<file path="config.mk">
export PLATFORM = sky130hd
export DESIGN_NAME = iic_target_regport
export DESIGN_NICKNAME = d
export VERILOG_FILES = /design/src/rtl/iic_target_regport.sv
export SDC_FILE = /design/constraint.sdc
export NUM_CORES = 1
export LEC_CHECK = 0
export CORE_ASPECT_RATIO = 0.75
export CORE_MARGIN = 2
export CORE_UTILIZATION = 56
export DETAILED_ROUTE_END_ITERATION = 8
export HOLD_SLACK_MARGIN = 0.1
export PLACE_DENSITY = 0.8
export SLEW_MARGIN = 25
export SYNTH_ARGS = -nofsm -noshare
export SYNTH_HDL_FRONTEND = slang
export SYNTH_SLANG_ARGS = --single-unit
</file>
<file path="constraint.sdc">
create_clock -name clk_8m -period 2.8 [get_ports clk_8m]
set_input_delay 0.7 -clock clk_8m [delete_from_list [all_inputs] [get_ports clk_8m]]
set_output_delay 0.7 -clock clk_8m [all_outputs]
set_load 0.01 [all_outputs]
</file>
<file path="src/rtl/iic_target_regport.sv">
// rtl/iic_target_regport.sv - I2C target bridging to a 16-bit register port; `define IIC_TARGET_AUTOINC_EN for burst auto-increment
module iic_target_regport #(
    parameter logic [6:0] DEV_ADDR = 7'h50,
    parameter int         FILT_LEN = 3
) (
    input  logic        clk_8m,
    input  logic        rst_n,
    input  logic        scl_i,
    input  logic        sda_i,
    output logic        sda_oe,
    output logic [15:0] reg_addr,
    output logic        reg_wr,
    output logic [7:0]  reg_wdata,
    output logic        reg_rd,
    input  logic [7:0]  reg_rdata,
    output logic        busy,
    output logic        err
);

    localparam int             CW      = (FILT_LEN > 1) ? $clog2(FILT_LEN) : 1;
    localparam logic [CW-1:0]  CNT_MAX = CW'(FILT_LEN - 1);

    localparam logic [3:0] S_IDLE      = 4'd0;
    localparam logic [3:0] S_ADDR      = 4'd1;
    localparam logic [3:0] S_ADDR_ACK  = 4'd2;
    localparam logic [3:0] S_REGH      = 4'd3;
    localparam logic [3:0] S_REGH_ACK  = 4'd4;
    localparam logic [3:0] S_REGL      = 4'd5;
    localparam logic [3:0] S_REGL_ACK  = 4'd6;
    localparam logic [3:0] S_WDATA     = 4'd7;
    localparam logic [3:0] S_WDATA_ACK = 4'd8;
    localparam logic [3:0] S_RDATA     = 4'd9;
    localparam logic [3:0] S_RDATA_ACK = 4'd10;

    // Index 0 carries SCL, index 1 carries SDA through the whole front end.
    logic [1:0]         meta_q, meta_d;
    logic [1:0]         sync_q, sync_d;
    logic [1:0]         filt_q, filt_d;
    logic [1:0]         filt_dly_q, filt_dly_d;
    logic [1:0][CW-1:0] fcnt_q, fcnt_d;

    logic [3:0]  state_q, state_d;
    logic [3:0]  bit_cnt_q, bit_cnt_d;
    logic [7:0]  shift_q, shift_d;
    logic [7:0]  regh_q, regh_d;
    logic [7:0]  rbuf_q, rbuf_d;
    logic [1:0]  rd_pipe_q, rd_pipe_d;
    logic        rw_q, rw_d;
    logic        mack_q, mack_d;
    logic        sda_oe_q, sda_oe_d;
    logic [15:0] reg_addr_q, reg_addr_d;
    logic [7:0]  reg_wdata_q, reg_wdata_d;
    logic        reg_wr_q, reg_wr_d;
    logic        reg_rd_q, reg_rd_d;
    logic        busy_q, busy_d;
    logic        err_q, err_d;

    logic scl_f, sda_f;
    logic scl_rise, scl_fall;
    logic start_det, stop_det;
    logic in_byte, mid_byte;

    always_comb begin
        meta_d     = {sda_i, scl_i};
        sync_d     = meta_q;
        filt_dly_d = filt_q;
        filt_d     = filt_q;
        fcnt_d     = '0;
        for (int i = 0; i < 2; i++) begin
            if (sync_q[i] != filt_q[i]) begin
                if (fcnt_q[i] == CNT_MAX) begin
                    filt_d[i] = sync_q[i];
                end else begin
                    fcnt_d[i] = fcnt_q[i] + 1'b1;
                end
            end
        end
    end

    assign scl_f     = filt_q[0];
    assign sda_f     = filt_q[1];
    assign scl_rise  = filt_q[0] & ~filt_dly_q[0];
    assign scl_fall  = ~filt_q[0] & filt_dly_q[0];
    assign start_det = ~filt_q[1] & filt_dly_q[1] & scl_f;
    assign stop_det  = filt_q[1] & ~filt_dly_q[1] & scl_f;

    assign in_byte = (state_q == S_ADDR) || (state_q == S_REGH) || (state_q == S_REGL) ||
                     (state_q == S_WDATA) || (state_q == S_RDATA);
    // The SCL rise that carries a START/STOP has already bumped the count, so a
    // count of 1 is a clean boundary and 2..8 means at least one bit was completed.
    assign mid_byte = in_byte && (bit_cnt_q >= 4'd2);

    always_comb begin
        state_d     = state_q;
        bit_cnt_d   = bit_cnt_q;
        shift_d     = shift_q;
        regh_d      = regh_q;
        rw_d        = rw_q;
        mack_d      = mack_q;
        sda_oe_d    = sda_oe_q;
        reg_addr_d  = reg_addr_q;
        reg_wdata_d = reg_wdata_q;
        reg_wr_d    = 1'b0;
        reg_rd_d    = 1'b0;
        busy_d      = busy_q;
        err_d       = 1'b0;
        rd_pipe_d   = {rd_pipe_q[0], reg_rd_q};
        rbuf_d      = rd_pipe_q[1] ? reg_rdata : rbuf_q;
`ifdef IIC_TARGET_AUTOINC_EN
        if (reg_wr_q) begin
            reg_addr_d = reg_addr_q + 16'd1;
        end
`endif
        if (start_det || stop_det) begin
            err_d     = mid_byte;
            bit_cnt_d = 4'd0;
            sda_oe_d  = 1'b0;
            if (start_det) begin
                state_d = S_ADDR;
            end else begin
                state_d = S_IDLE;
                busy_d  = 1'b0;
            end
        end else begin
            case (state_q)
                S_IDLE: begin
                end
                S_ADDR, S_REGH, S_REGL, S_WDATA: begin
                    if (scl_rise && (bit_cnt_q != 4'd8)) begin
                        shift_d   = {shift_q[6:0], sda_f};
                        bit_cnt_d = bit_cnt_q + 4'd1;
                    end else if (scl_fall && (bit_cnt_q == 4'd8)) begin
                        bit_cnt_d = 4'd0;
                        case (state_q)
                            S_ADDR: begin
                                if (shift_q[7:1] == DEV_ADDR) begin
                                    state_d  = S_ADDR_ACK;
                                    sda_oe_d = 1'b1;
                                    busy_d   = 1'b1;
                                    rw_d     = shift_q[0];
                                    reg_rd_d = shift_q[0];
                                end else begin
                                    state_d = S_IDLE;
                                    busy_d  = 1'b0;
                                end
                            end
                            S_REGH: begin
                                regh_d   = shift_q;
                                state_d  = S_REGH_ACK;
                                sda_oe_d = 1'b1;
                            end
                            S_REGL: begin
                                state_d  = S_REGL_ACK;
                                sda_oe_d = 1'b1;
                            end
                            S_WDATA: begin
                                reg_wdata_d = shift_q;
                                reg_wr_d    = 1'b1;
                                state_d     = S_WDATA_ACK;
                                sda_oe_d    = 1'b1;
                            end
                            default: begin
                            end
                        endcase
                    end
                end
                S_ADDR_ACK: begin
                    if (scl_fall) begin
                        if (rw_q) begin
                            state_d  = S_RDATA;
                            shift_d  = rbuf_q;
                            sda_oe_d = ~rbuf_q[7];
                        end else begin
                            state_d  = S_REGH;
                            sda_oe_d = 1'b0;
                        end
                    end
                end
                S_REGH_ACK: begin
                    if (scl_fall) begin
                        state_d  = S_REGL;
                        sda_oe_d = 1'b0;
                    end
                end
                S_REGL_ACK: begin
                    if (scl_fall) begin
                        reg_addr_d = {regh_q, shift_q};
                        state_d    = S_WDATA;
                        sda_oe_d   = 1'b0;
                    end
                end
                S_WDATA_ACK: begin
                    if (scl_fall) begin
                        state_d  = S_WDATA;
                        sda_oe_d = 1'b0;
                    end
                end
                S_RDATA: begin
                    if (scl_rise && (bit_cnt_q != 4'd8)) begin
                        bit_cnt_d = bit_cnt_q + 4'd1;
                    end else if (scl_fall && (bit_cnt_q == 4'd8)) begin
                        bit_cnt_d = 4'd0;
                        state_d   = S_RDATA_ACK;
                        sda_oe_d  = 1'b0;
                    end else if (scl_fall && (bit_cnt_q != 4'd0)) begin
                        shift_d  = {shift_q[6:0], 1'b0};
                        sda_oe_d = ~shift_q[6];
                    end
                end
                S_RDATA_ACK: begin
                    // Fetch the next byte at the ACK sample so it is latched before SCL falls.
                    if (scl_rise) begin
                        mack_d = ~sda_f;
                        if (!sda_f) begin
                            reg_rd_d = 1'b1;
`ifdef IIC_TARGET_AUTOINC_EN
                            reg_addr_d = reg_addr_q + 16'd1;
`endif
                        end
                    end else if (scl_fall) begin
                        if (mack_q) begin
                            state_d  = S_RDATA;
                            shift_d  = rbuf_q;
                            sda_oe_d = ~rbuf_q[7];
                        end else begin
                            state_d  = S_IDLE;
                            busy_d   = 1'b0;
                            sda_oe_d = 1'b0;
                        end
                    end
                end
                default: begin
                    state_d  = S_IDLE;
                    sda_oe_d = 1'b0;
                end
            endcase
        end
    end

    always_ff @(posedge clk_8m or negedge rst_n) begin
        if (!rst_n) begin
            meta_q      <= 2'b11;
            sync_q      <= 2'b11;
            filt_q      <= 2'b11;
            filt_dly_q  <= 2'b11;
            fcnt_q      <= '0;
            state_q     <= S_IDLE;
            bit_cnt_q   <= 4'd0;
            shift_q     <= 8'd0;
            regh_q      <= 8'd0;
            rbuf_q      <= 8'd0;
            rd_pipe_q   <= 2'd0;
            rw_q        <= 1'b0;
            mack_q      <= 1'b0;
            sda_oe_q    <= 1'b0;
            reg_addr_q  <= 16'd0;
            reg_wdata_q <= 8'd0;
            reg_wr_q    <= 1'b0;
            reg_rd_q    <= 1'b0;
            busy_q      <= 1'b0;
            err_q       <= 1'b0;
        end else begin
            meta_q      <= meta_d;
            sync_q      <= sync_d;
            filt_q      <= filt_d;
            filt_dly_q  <= filt_dly_d;
            fcnt_q      <= fcnt_d;
            state_q     <= state_d;
            bit_cnt_q   <= bit_cnt_d;
            shift_q     <= shift_d;
            regh_q      <= regh_d;
            rbuf_q      <= rbuf_d;
            rd_pipe_q   <= rd_pipe_d;
            rw_q        <= rw_d;
            mack_q      <= mack_d;
            sda_oe_q    <= sda_oe_d;
            reg_addr_q  <= reg_addr_d;
            reg_wdata_q <= reg_wdata_d;
            reg_wr_q    <= reg_wr_d;
            reg_rd_q    <= reg_rd_d;
            busy_q      <= busy_d;
            err_q       <= err_d;
        end
    end

    assign sda_oe    = sda_oe_q;
    assign reg_addr  = reg_addr_q;
    assign reg_wr    = reg_wr_q;
    assign reg_wdata = reg_wdata_q;
    assign reg_rd    = reg_rd_q;
    assign busy      = busy_q;
    assign err       = err_q;

endmodule

</file>
## Word level (Yosys, flattened, before mapping)

Index checks and enable logic that the tools add are counted.

| cells by class | value |
|---|---|
| equality and inequality tests | 44 |
| bitwise logic cells | 14 |
| multiplexer cells | 73 |
| reduce and logical (&&, ||, !) cells | 32 |
| add/subtract/negate cells | 3 |
| $lt $le $gt $ge | 1 |

Operators by type and width:

| operator | count |
|---|---|
| 2-to-1 mux 8 bit | 9 |
| 2-to-1 mux 4 bit | 16 |
| 2-to-1 mux 1 bit | 36 |
| AND reduction 11 bit | 3 |
| one-hot mux 8 bit (4 select lines) | 1 |
| one-hot mux 4 bit (7 select lines) | 1 |
| != test 3 bit (second input constant) | 9 |
| != test 2 bit (second input constant) | 10 |
| equality test 4 x 3 -> 1 bit (second input constant) | 4 |
| equality test 4 bit (second input constant) | 4 |
| one-hot mux 4 bit (4 select lines) | 1 |
| != test 4 bit (second input constant) | 3 |
| 2-to-1 mux 2 bit | 5 |
| AND reduction 5 bit | 2 |
| != test 3 x 1 -> 1 bit (second input constant) | 3 |
| equality test 4 x 2 -> 1 bit (second input constant) | 2 |
| inverter 1 bit | 8 |
| AND reduction 8 bit | 1 |
| nonzero test 4 bit | 2 |
| equality test 7 bit (second input constant) | 1 |
| AND 1 bit | 6 |
| != test 6 bit (second input constant) | 1 |
| one-hot mux 1 bit (2 select lines) | 3 |
| one-hot mux 1 bit (6 select lines) | 1 |
| other kinds (20) | 35 |

| storage, ports and cells | value |
|---|---|
| flip-flop bits (word level) | 77 |
| output and inout bits | 29 |

## Depth between registers and ports, before layout

Gate-level depths: netlist of the first run.

| depth | value |
|---|---|
| word-level depth | 8 |
| mapped depth | 8 |
| depth with buffers taken out | 7 |

## Least setup slack after synthesis of the first run

Ideal clock, no wire load.

| timing | value |
|---|---|
| path type | flip-flop to flip-flop |
| start point | reg bit_cnt_q[0] |
| end point | reg sda_oe_q, in the netlist sda_oe |
| path buffers | 1 |
| clock period less this slack | 2.113 ns |
| data arrival time | 1.993 ns |
| setup time | 0.120 ns |
| path slack | 0.687 ns |
| stages on the path, launching flop included | 9 |
| cells stage by stage | dfrtp_1 inv_1 ha_1 and3b_1 buf_4 nor3_1 or4_4 o311a_1 a31o_1 |

| between the ends | value |
|---|---|
| word-level cells in the longest chain between the ends | 6 |
| elaborated cells on any way between the ends | 15 |
| those cells by class | 6 x eq/ne; 4 x mux; 5 x reduce/logical |

RTL lines:

| item | line | text |
|---|---|---|
| start: declaration | 43 | `logic [3:0] bit_cnt_q, bit_cnt_d;` |
| start signal: assignment | 269 | `bit_cnt_q <= bit_cnt_d;` |
| equality test 4 bit | 132, 201 |  |
| logical AND 1 bit | 132, 201 |  |
| 2-to-1 mux 1 bit | 201 | `end else if (scl_fall && (bit_cnt_q == 4'd8)) begin` |
| 2-to-1 mux 1 bit | 199 | `if (scl_rise && (bit_cnt_q != 4'd8)) begin` |
| one-hot mux 1 bit (6 select lines) | 125 | `case (state_q)` |
| 2-to-1 mux 1 bit | 114 | `if (start_det \|\| stop_det) begin` |
| end signal: assignment | 276 | `sda_oe_q <= sda_oe_d;` |
| end: declaration | 50 | `logic sda_oe_q, sda_oe_d;` |

Parallel ways exist; a longest one is shown, timed or not. The select of a mux whose other input is x is not followed.
A chain may end at the register's enable or synchronous reset.

## Final worst setup path of the first run

| timing | value |
|---|---|
| start point | reg state_q[2] |
| end point | reg sda_oe_q, in the netlist sda_oe |

| between the ends | value |
|---|---|
| word-level cells in the longest chain between the ends | 7 |
| elaborated cells on any way between the ends | 31 |
| those cells by class | 21 x eq/ne; 5 x mux; 5 x reduce/logical |

RTL lines:

| item | line | text |
|---|---|---|
| start: declaration | 42 | `logic [3:0] state_q, state_d;` |
| start signal: assignment | 268 | `state_q <= state_d;` |
| equality test 4 x 2 -> 1 bit / equality test 4 x 3 -> 1 bit (equally long branches) | 125, 134 |  |
| OR reduction 3 bit (no line) | - |  |
| one-hot mux 1 bit (2 select lines) | 134 | `case (state_q)` |
| 2-to-1 mux 1 bit | 132 | `end else if (scl_fall && (bit_cnt_q == 4'd8)) begin` |
| 2-to-1 mux 1 bit | 129 | `if (scl_rise && (bit_cnt_q != 4'd8)) begin` |
| one-hot mux 1 bit (6 select lines) | 125 |  |
| 2-to-1 mux 1 bit | 114 |  |

Parallel ways exist; a longest one is shown, timed or not. The select of a mux whose other input is x is not followed.

==> flow_summary.toml, run 1 <==
[final_layout]
multi_input_comb_area_um2 = 1580
final_layout_size_suffix_gt1_share_pct = 28.4
layout.cell_area.non_filler_um2 = 4290
n_fill_cell = 471
layout.cells.most_common = "dfrtp_1"
area_growth_from_synthesis_to_layout_pct = 18.3
layout_common_cells = "dfrtp_1 (69), mux2_2 (58), clkdlybuf4s50_1 (39), nand2_1 (14), o21ai_0 (13)"
finalCoreUtilization_pct = 68.2
sequential_area_um2 = 1940
fin_nets = 352
diodes = 0

[yosys]
synthCells = 296
ys_seq_area_share_pct = 53.4
async_reset_ff_share_pct = 100
synth_nets = 311
synthesis.area_um2 = 3620
per_instance_average_area_after_synthesis_um2 = 12.2
synth.distinct_cells = 56
yosys_warnings = 0
ys_dominant_reg_cell = "dfrtp_1"
synth-edff-count = 0
number_of_synthesized_register_bits = 77

[global_route]
number_of_global_route_vias_before_repair = 2428
grt_max_degree = 78
grt.overflow.total = 0
grt_antenna_before_repair = 0
combined_global_route_utilization_of_all_metal_layers_pct = 22.7
grt_first_pass_wirelength_mm = 12.4

[sta]
fmax_mhz = 417
finalHoldWorstSlack_ns = 0.358
timing_hold_violations_final = 0
period_minus_slack_ns = 2.40
setup_viol = 0
finClkSkew_ns = 0.00989
unrepaired_setup_endpoints_after_global_routing = "false"
max_slew_margin_pct = 41.8
worst_slew_pin_slew_ns = 0.851
final_setup_tns_ns = 0
final_min_period_over_clock_period_pct = 85.7
maxSlewViolCount = 0

[clocking]
tritoncts = "yes"
cts.path.max_buffers = 2
cts.hold.buffers_added = 0
sink_count_of_the_clock_tree = 77
tritoncts.num_buffers = 9
worst_skew_late_latency_ns = 0.35
cts_setup_buffers = 0
clk_pin_slew_ns = 0.08
postCtsResizedCells = 0
cts_root_cell = "clkbuf_8"
ctsHtreeMaxLevel = 3

[critical_path]
critical_path.startpoint = "state_q[2]"
crit_arrival_ns = 2.65
critPathRequiredTime_ns = 3.05
crit_end = "sda_oe"
regToRegEndpoint = "sda_oe"
crit_path_cell_trace = "nand4bb_1 -> nor3_1 -> or4_4 -> o311a_1 -> a31o_1"
reg2reg_slack_ns = 0.40
critPathSlowestCell = "dfrtp_1"
crit_path_end_kind = "register"
worstSetupStartpointType = "register"
crit-reg2reg-launch = "state_q[2]"
r2r.worst_path.cells = 5
criticalPathCategory = "reg2reg"
cp_max_fo = 17
critical_path.max_stage_delay_ns = 0.69

[min_path]
hold_path_startpoint = "meta_q[0]"
classification_of_the_worst_slack_hold_path = "reg2reg"

[detailed_routing]
number_of_drc_markers_after_the_initial_detailed_route_iteration = 213
post_drt_wl_per_cell_um = 18.1
vias_per_cell = 6.03
number_of_detailed_route_iterations_in_the_first_pass = 5
finalWirelength_mm = 7.67
drc_errors = 0
detailroute.via_count = 2550
detail-route-antenna-nets = 0

[power_and_ir_drop]
areal_power_density_over_the_cells_nw_per_um2 = 667
leakagePower_nw = 1.94
vdd_drop_max_mv = 0.493

[status]
run_status = "complete, no violations"

[floorplanning]
num_ports = 41
die_h_um = 73.7
die_w_um = 96.9
core_area_um2 = 6290
initial_core_util_pct = 57.7
dieArea_um2 = 7140
row_count = 25

[placed_design]
io_buffer_count = 40
placed_cell_area_um2 = 4080
hpwlAfterDp_mm = 5.31
place_congestion = 0.943

[flow_run]
max_cap_violations = 0
## critical path, delay by kind of cell, from the launching register on
kind | cells | cell delay (ns)
AND/OR/NAND/NOR | 3 | 1.07
flip-flops | 1 | 0.69
AO/OA/AOI/OAI | 2 | 0.54
## final cells by class
| class | count | share of cell area, % |
|---|---|---|
| clock buffer | 10 | 2.98 |
| clock inverter | 6 | 1.66 |
| inverter | 7 | 0.613 |
| multi-input combinational | 197 | 37.0 |
| sequential | 77 | 45.2 |
| tap | 81 | 2.36 |
| timing repair buffer | 45 | 10.2 |
## metrics by stage
| stage | power (mW) | setup slack, ns | std cells |
|---|---|---|---|
| floorplan | 1.81 | 0.687 | 296 |
| global placement | 2.01 | 0.482 | 407 |
| detailed placement | 2.02 | 0.447 | 407 |
| CTS | 2.87 | 0.425 | 423 |
| global route | 3.01 | 0.286 | 423 |
| finish | 2.86 | 0.400 | 423 |
## cell families (layout without fill, tap and decap cells)
family / after synthesis / count (layout) / share of synthesized area, %
mux: 59 / 59 / 18.3
buf+inv: 22 / 68 / 2.87
simple gates: 80 / 80 / 13.9
fa+ha+maj: 3 / 3 / 1.04
xor+xnor: 5 / 5 / 1.21
flops: 77 / 77 / 53.4
compound gates: 50 / 50 / 9.25
## worst min-delay path by stage
| stage | endpoint | slack, ns | cells after the start |
|---|---|---|---|
| 2_1_floorplan | rd_pipe_q[1] | 0.33 | 0 |
| 3_3_place_gp | rd_pipe_q[1] | 0.33 | 0 |
| 3_5_place_dp | rd_pipe_q[1] | 0.35 | 0 |
| 4_1_cts | sync_q[0] | 0.36 | 0 |
| 5_1_grt | sync_q[0] | 0.36 | 0 |
| 6_report | sync_q[0] | 0.36 | 0 |
## flip-flops by register name, indices dropped and copies added, names as in the netlist
signal and flops:
sync_q 2, sda_oe 1, rbuf_q 8, reg_rd 1
fcnt_q 4, rd_pipe_q 2, filt_dly_d 2, filt_dly_q 2
bit_cnt_q 4, state_q 4, reg_addr 16, regh_q 8
busy 1, reg_wdata 8, shift_q 8, meta_q 2
mack_q 1, rw_q 1, reg_wr 1, err 1
## synth_stat cells, drive strengths merged (2+ instances only)
cell,count,share of area (%)
a211o,2,0.48
a21oi,10,1.4
a31o,2,0.48
a31oi,4,0.69
and3,2,0.35
buf,9,1.5
clkbuf,6,0.62
dfrtp,69,48
dfstp,8,5.8
ha,3,1.0
inv,7,0.73
mux2,58,18
nand2,14,1.4
nand2b,6,1.0
nand3,7,0.97
nand3b,2,0.41
nand4,3,0.52
nand4bb,3,0.93
nor2,9,0.93
nor2b,7,1.4
nor3,11,1.8
nor3b,2,0.41
nor4,3,0.93
o211ai,3,0.62
o21ai,13,1.8
o41ai,3,0.73
or4,3,0.72
or4b,2,0.55
xnor2,3,0.73
xor2,2,0.48
## where the power goes
group          internal, mW  leakage, nW  total (mW)  switching [mW]
logic                 0.259        0.795       0.608           0.349
registers              1.23         1.04        1.41           0.175
clock network         0.421       0.0988       0.844           0.423
total                  1.91         1.94        2.86           0.946
## layer usage
layer | vias to the layer above | track usage, % | share of wire (%)
met3 | 12 | 6.09 | 6.6
met1 | 1267 | 34.3 | 48
met2 | 94 | 32.4 | 44
met5 | - | 0 | 0
li1 | 1177 | - | -
met4 | 0 | 6.73 | 1.4
Power figures use the tool's default switching activity.
==> inputs of run 2 (changes only) <==
CORE_UTILIZATION = 50   (was 56)
GPL_TIMING_DRIVEN = 0   (was unset)
PLACE_DENSITY = 0.75   (was 0.8)
clock period = 2 ns   (was 2.8 ns; I/O delays follow)
==> run 2 against run 1 <==
  * The run now ends with negative setup slack left
  * Power increased by 52%
  * Hold slack improved by 0.00054 ns
  * Sequential power increased by 34%
  * Clock skew increased by 0.00075 ns
  * Final area increased by 13%
  * Register-to-register slack got worse by 0.45 ns
  * Clock power increased by 41%
  * Wire length increased by 6.1%
  * Core utilization increased by 1.8 points
==> flow_summary.toml, run 2 (synthesis gave the netlist of run 1 again) <==
[status]
run_status = "finished, violations left"
violations_in_the_final_reports = "negative setup slack"

[final_layout]
layout_common_cells = "dfrtp_1 (69), mux2_2 (42), clkdlybuf4s50_1 (39), buf_4 (26), mux2_4 (16)"
area_growth_from_synthesis_to_layout_pct = 33.8
layout.cells.most_common = "dfrtp_1"
fin_nets = 387
largest_register_ffs = 16
diodes = 0
layout.cell_area.non_filler_um2 = 4850
final_layout_size_suffix_gt1_share_pct = 39.8
n_fill_cell = 464

[clocking]
tritoncts = "yes"
tritoncts.num_buffers = 9
worst_skew_late_latency_ns = 0.36
sink_count_of_the_clock_tree = 77
ctsHtreeMaxLevel = 3
cts.path.max_buffers = 2
cts_root_cell = "clkbuf_8"
clk_pin_slew_ns = 0.08

[placed_design]
place_congestion = 0.940
pre_cts_slack_ns = -0.374
placed_cell_area_um2 = 4180
hpwlAfterDp_mm = 5.22
io_buffer_count = 40

[sta]
unrepaired_setup_endpoints_after_global_routing = "true"
maxSlewViolCount = 0
period_minus_slack_ns = 2.05
layout_setup_ws_ns = -0.0493
finClkSkew_ns = 0.0106
fmax_mhz = 488
finalHoldWorstSlack_ns = 0.359
final_setup_tns_ns = -0.390
worst_slew_pin_slew_ns = 0.624
final_min_period_over_clock_period_pct = 102
max_slew_margin_pct = 58.3
setup_viol = 21
timing_hold_violations_final = 0

[power_and_ir_drop]
leakagePower_nw = 2.17
areal_power_density_over_the_cells_nw_per_um2 = 897
pwr-share-clk_pct = 27.4
cellInternalPower_mw = 2.92
netsw_mw = 1.43
pwr_total_mw = 4.35
pwr-share-comb_pct = 29.2
swShare_pct = 32.9
vdd_drop_max_mv = 0.515
p_seq_share_pct = 43.4

[flow_run]
max_cap_violations = 0

[global_route]
grt_first_pass_wirelength_mm = 13.2
grt.overflow.total = 0
grt_antenna_before_repair = 0
combined_global_route_utilization_of_all_metal_layers_pct = 21.7
grt_max_degree = 55
number_of_global_route_vias_before_repair = 2679

[detailed_routing]
finalWirelength_mm = 8.13
detail-route-antenna-nets = 0
number_of_detailed_route_iterations_in_the_first_pass = 4
post_drt_wl_per_cell_um = 17.1
drc_errors = 0
detailroute.via_count = 2739
vias_per_cell = 5.77
number_of_drc_markers_after_the_initial_detailed_route_iteration = 164

[floorplanning]
die_h_um = 77.7
core_area_um2 = 6930
row_count = 26
num_ports = 41
die_w_um = 102
dieArea_um2 = 7950
initial_core_util_pct = 52.3

[critical_path]
criticalPathCategory = "reg2reg"
crit_arrival_ns = 2.30
cp_max_fo = 5
crit_path_end_kind = "register"
worstSetupStartpointType = "register"
critPathRequiredTime_ns = 2.25

[min_path]
classification_of_the_worst_slack_hold_path = "reg2reg"
run 2: changes by cell type in the layout (fill, tap and decap cells not counted), sizes merged:
cell / before / now
buf: 6 / 36
clkbuf: 10 / 15
clkinv: 2 / 1
clkinvlp: 1 / 2
dlygate4sd3: 0 / 1
inv: 9 / 8
run 2: final timing paths:
kind | slack [ns] | end | cells past startpoint | startpoint
worst min register to register | 0.36 | sync_q[0] | 0 | meta_q[0]
min in group asynchronous | 0.58 | rd_pipe_q[0] | 2 | rst_n
worst min-delay path | 0.36 | sync_q[0] | 0 | meta_q[0]
max in group asynchronous | 0.80 | sync_q[0] | 3 | rst_n
worst max register to register | -0.05 | sda_oe | 8 | bit_cnt_q[1]
worst max-delay path | -0.05 | sda_oe | 8 | bit_cnt_q[1]
run 2: stage by stage:
stage	utilization [%]	instances
6_report	70.0	475
5_1_grt	70.0	475
4_1_cts	66.8	470
3_5_place_dp	60.4	435
3_3_place_gp	60.0	434
2_1_floorplan	-	296
run 2: layout make-up:
| class | instances | area [um^2] | share of cell area (%) |
|---|---|---|---|
| sequential | 77 | 1940 | 39.9 |
| multi-input combinational | 197 | 1810 | 37.2 |
| timing repair buffer | 65 | 653 | 13.5 |
| clock buffer | 11 | 141 | 2.92 |
| tap | 98 | 123 | 2.53 |
| buffer | 15 | 105 | 2.17 |
| clock inverter | 5 | 58.8 | 1.21 |
| inverter | 7 | 26.3 | 0.542 |
run 2: power groups by stage:
stage / logic (mW) / clock network (mW) / registers, mW
global placement: 0.928 / 0 / 1.89
global route: 1.37 / 1.28 / 1.91
CTS: 1.14 / 1.22 / 1.88
detailed placement: 0.945 / 0 / 1.90
finish: 1.27 / 1.19 / 1.89
floorplan: 0.693 / 0 / 1.85
run 2: what timing repair did:
action | 4_1_cts | 5_1_grt
endpoints found under the hold margin | 21 | 0
endpoints found under the setup margin | 47 | 41
hold buffers | 1 | 0
pin swaps | 8 | 8
resized for setup | 21 | 43
buffers inserted | 18 | 5
run 2: critical path, cell delays in order (launching register included):
cell	delay [ns]
dfrtp_1	0.39
inv_1	0.10
ha_4	0.13
and3b_1	0.17
buf_6	0.13
nor3_4	0.04
or4_4	0.51
o311a_1	0.30
a31o_1	0.18
run 2: routing by layer:
| layer | up-vias | share of wire (%) | track usage, % |
|---|---|---|---|
| met5 | - | 0 | 0 |
| met4 | 0 | 2.0 | 8.27 |
| met3 | 20 | 6.7 | 5.50 |
| met2 | 106 | 45 | 31.5 |
| met1 | 1371 | 46 | 31.4 |
| li1 | 1242 | - | - |
==> inputs of run 3 (changes only) <==
ABC_AREA = 0   (was unset)
CORE_ASPECT_RATIO = unset   (was 0.75)
==> run 3 against run 2 <==
  * The flow still finishes with violations (negative setup slack)
  * Critical endpoint is now state_q[1]
  * Clock power is 9% lower
  * Flip-flop and latch count stayed put
  * Final cell count is 2.3% lower
  * Wire length is 2.4% lower
  * Largest cell class unchanged
  * Core utilization is 6.0 points lower
  * Combinational power is 11% lower
==> flow_summary.toml, run 3 (synthesis gave the netlist of run 1 again) <==
[placed_design]
pre_cts_slack_ns = -0.361
dpl.cell_count = 436
io_buffer_count = 40
hpwlAfterDp_mm = 5.44
place_congestion = 0.958

[sta]
worst_slew_pin_slew_ns = 0.682
timing_hold_violations_final = 0
period_minus_slack_ns = 2.12
fmax_mhz = 471
unrepaired_setup_endpoints_after_global_routing = "true"
max_slew_margin_pct = 53.3
maxSlewViolCount = 0
finClkSkew_ns = 0.0108
layout_setup_ws_ns = -0.121
final_min_period_over_clock_period_pct = 106
setup_viol = 6

[floorplanning]
dieArea_um2 = 7950
row_count = 31
die_h_um = 89.1
initial_core_util_pct = 50.8
die_w_um = 89.1
core_area_um2 = 7140
num_ports = 41

[final_layout]
area_growth_from_synthesis_to_layout_pct = 26.0
layout.cells.most_common = "dfrtp_1"
final_layout_size_suffix_gt1_share_pct = 36.7
diodes = 0
fin_nets = 375
layout_common_cells = "dfrtp_1 (68), mux2_2 (58), clkdlybuf4s50_1 (39), buf_4 (17)"
largest_register_ffs = 16
fin_cells = 464

[clocking]
tritoncts.num_buffers = 9
cts.path.max_buffers = 2
ctsHtreeMaxLevel = 3
worst_skew_late_latency_ns = 0.36
clk_pin_slew_ns = 0.08
tritoncts = "yes"
sink_count_of_the_clock_tree = 77
cts_root_cell = "clkbuf_8"

[detailed_routing]
post_drt_wl_per_cell_um = 17.1
number_of_drc_markers_after_the_initial_detailed_route_iteration = 268
finalWirelength_mm = 7.94
detail-route-antenna-nets = 0
detailroute.via_count = 2712
vias_per_cell = 5.84
drc_errors = 0
number_of_detailed_route_iterations_in_the_first_pass = 5

[critical_path]
critPathRequiredTime_ns = 2.24
crit_path_cell_trace = "nor2b_1 -> clkbuf_8 -> a21oi_1 -> o41ai_1 -> a21oi_1 -> a31o_2"
crit_path_end_kind = "register"
critPathSlowestCell = "o41ai_1"
crit_path_buffers_inverters = 1
critical_path.max_stage_delay_ns = 0.59
worst_path_most_repeated_cell = "a21oi_1"
critical_path.startpoint = "filt_dly_q[0]"
cp_max_fo = 8
timing.critical_path.max_delay_family = "compound AO/OA/AOI/OAI gates"
reg2reg_slack_ns = -0.12
worstSetupStartpointType = "register"
crit_arrival_ns = 2.36
criticalPathCategory = "reg2reg"
crit-reg2reg-launch = "filt_dly_q[0]"

[global_route]
grtUsageMet3_pct = 6.00
grt_max_degree = 49
grt.overflow.total = 0
grt.met2_usage_pct = 34.5
grt_antenna_before_repair = 0
grt_use_met1_pct = 28.9
combined_global_route_utilization_of_all_metal_layers_pct = 21.8
number_of_global_route_vias_before_repair = 2591
grt_max_usage_layer = "met2"
grt_first_pass_wirelength_mm = 13.0

[min_path]
hold_path_startpoint = "meta_q[0]"
classification_of_the_worst_slack_hold_path = "reg2reg"

[status]
violations_in_the_final_reports = "negative setup slack"
run_status = "finished, violations left"

[power_and_ir_drop]
vdd_drop_max_mv = 0.612
areal_power_density_over_the_cells_nw_per_um2 = 894
leakagePower_nw = 2.06

[flow_run]
max_cap_violations = 0
run 3: cell count changes in the layout (fill, tap and decap cells not counted), sizes merged:
cell,before,now
buf,36,21
bufinv,1,0
clkbuf,15,16
clkinvlp,2,3
inv,8,10
run 3: worst paths after layout:
path	end	cells after the start
setup / recovery	state_q[1]	6
hold / removal	sync_q[0]	0
setup reg to reg	state_q[1]	6
hold reg to reg	sync_q[0]	0
max in group asynchronous	meta_q[1]	3
min in group asynchronous	fcnt_q[0]	2
run 3: final cells by class:
type / instances / area (um^2)
Buffer: 15 / 106
Fill cell: 562 / 2570
Tap cell: 99 / 124
Timing Repair Buffer: 53 / 531
Sequential cell: 77 / 1940
Clock inverter: 7 / 56.3
Inverter: 7 / 26.3
Clock buffer: 9 / 124
Multi-Input combinational cell: 197 / 1660
run 3: metrics by stage:
step	hold WS, ns	setup TNS (ns)	instance area (um^2)	util, %	total power, mW
after CTS	0.359	-0.0963	4540	63.6	4.07
after floorplan	0.204	-0.0981	3640	-	2.54
after detailed placement	0.347	-10.83	4190	58.6	2.86
after global routing	0.362	-1.38	4570	64.0	4.30
final	0.358	-0.278	4570	64.0	4.08
after global placement	0.336	-171.90	4160	58.3	2.84
run 3: power by group:
part / internal (mW) / switching, mW / total [mW] / leakage (nW)
clock network: 0.465 / 0.614 / 1.08 / 0.0842
logic: 0.477 / 0.650 / 1.13 / 0.940
registers: 1.72 / 0.154 / 1.88 / 1.04
run 3: layer usage:
metal  share of wire, %  wire length, um
met2                 48             3800
met1                 43             3390
met3                7.0              554
met5                  0                0
met4                2.4              191
run 3: timing repair:
action,in CTS,in global routing
endpoints found under the hold margin,28,0
pin swaps,5,2
endpoints found under the setup margin,40,42
hold buffers,1,0
buffers inserted,10,1
gates resized for setup,20,11
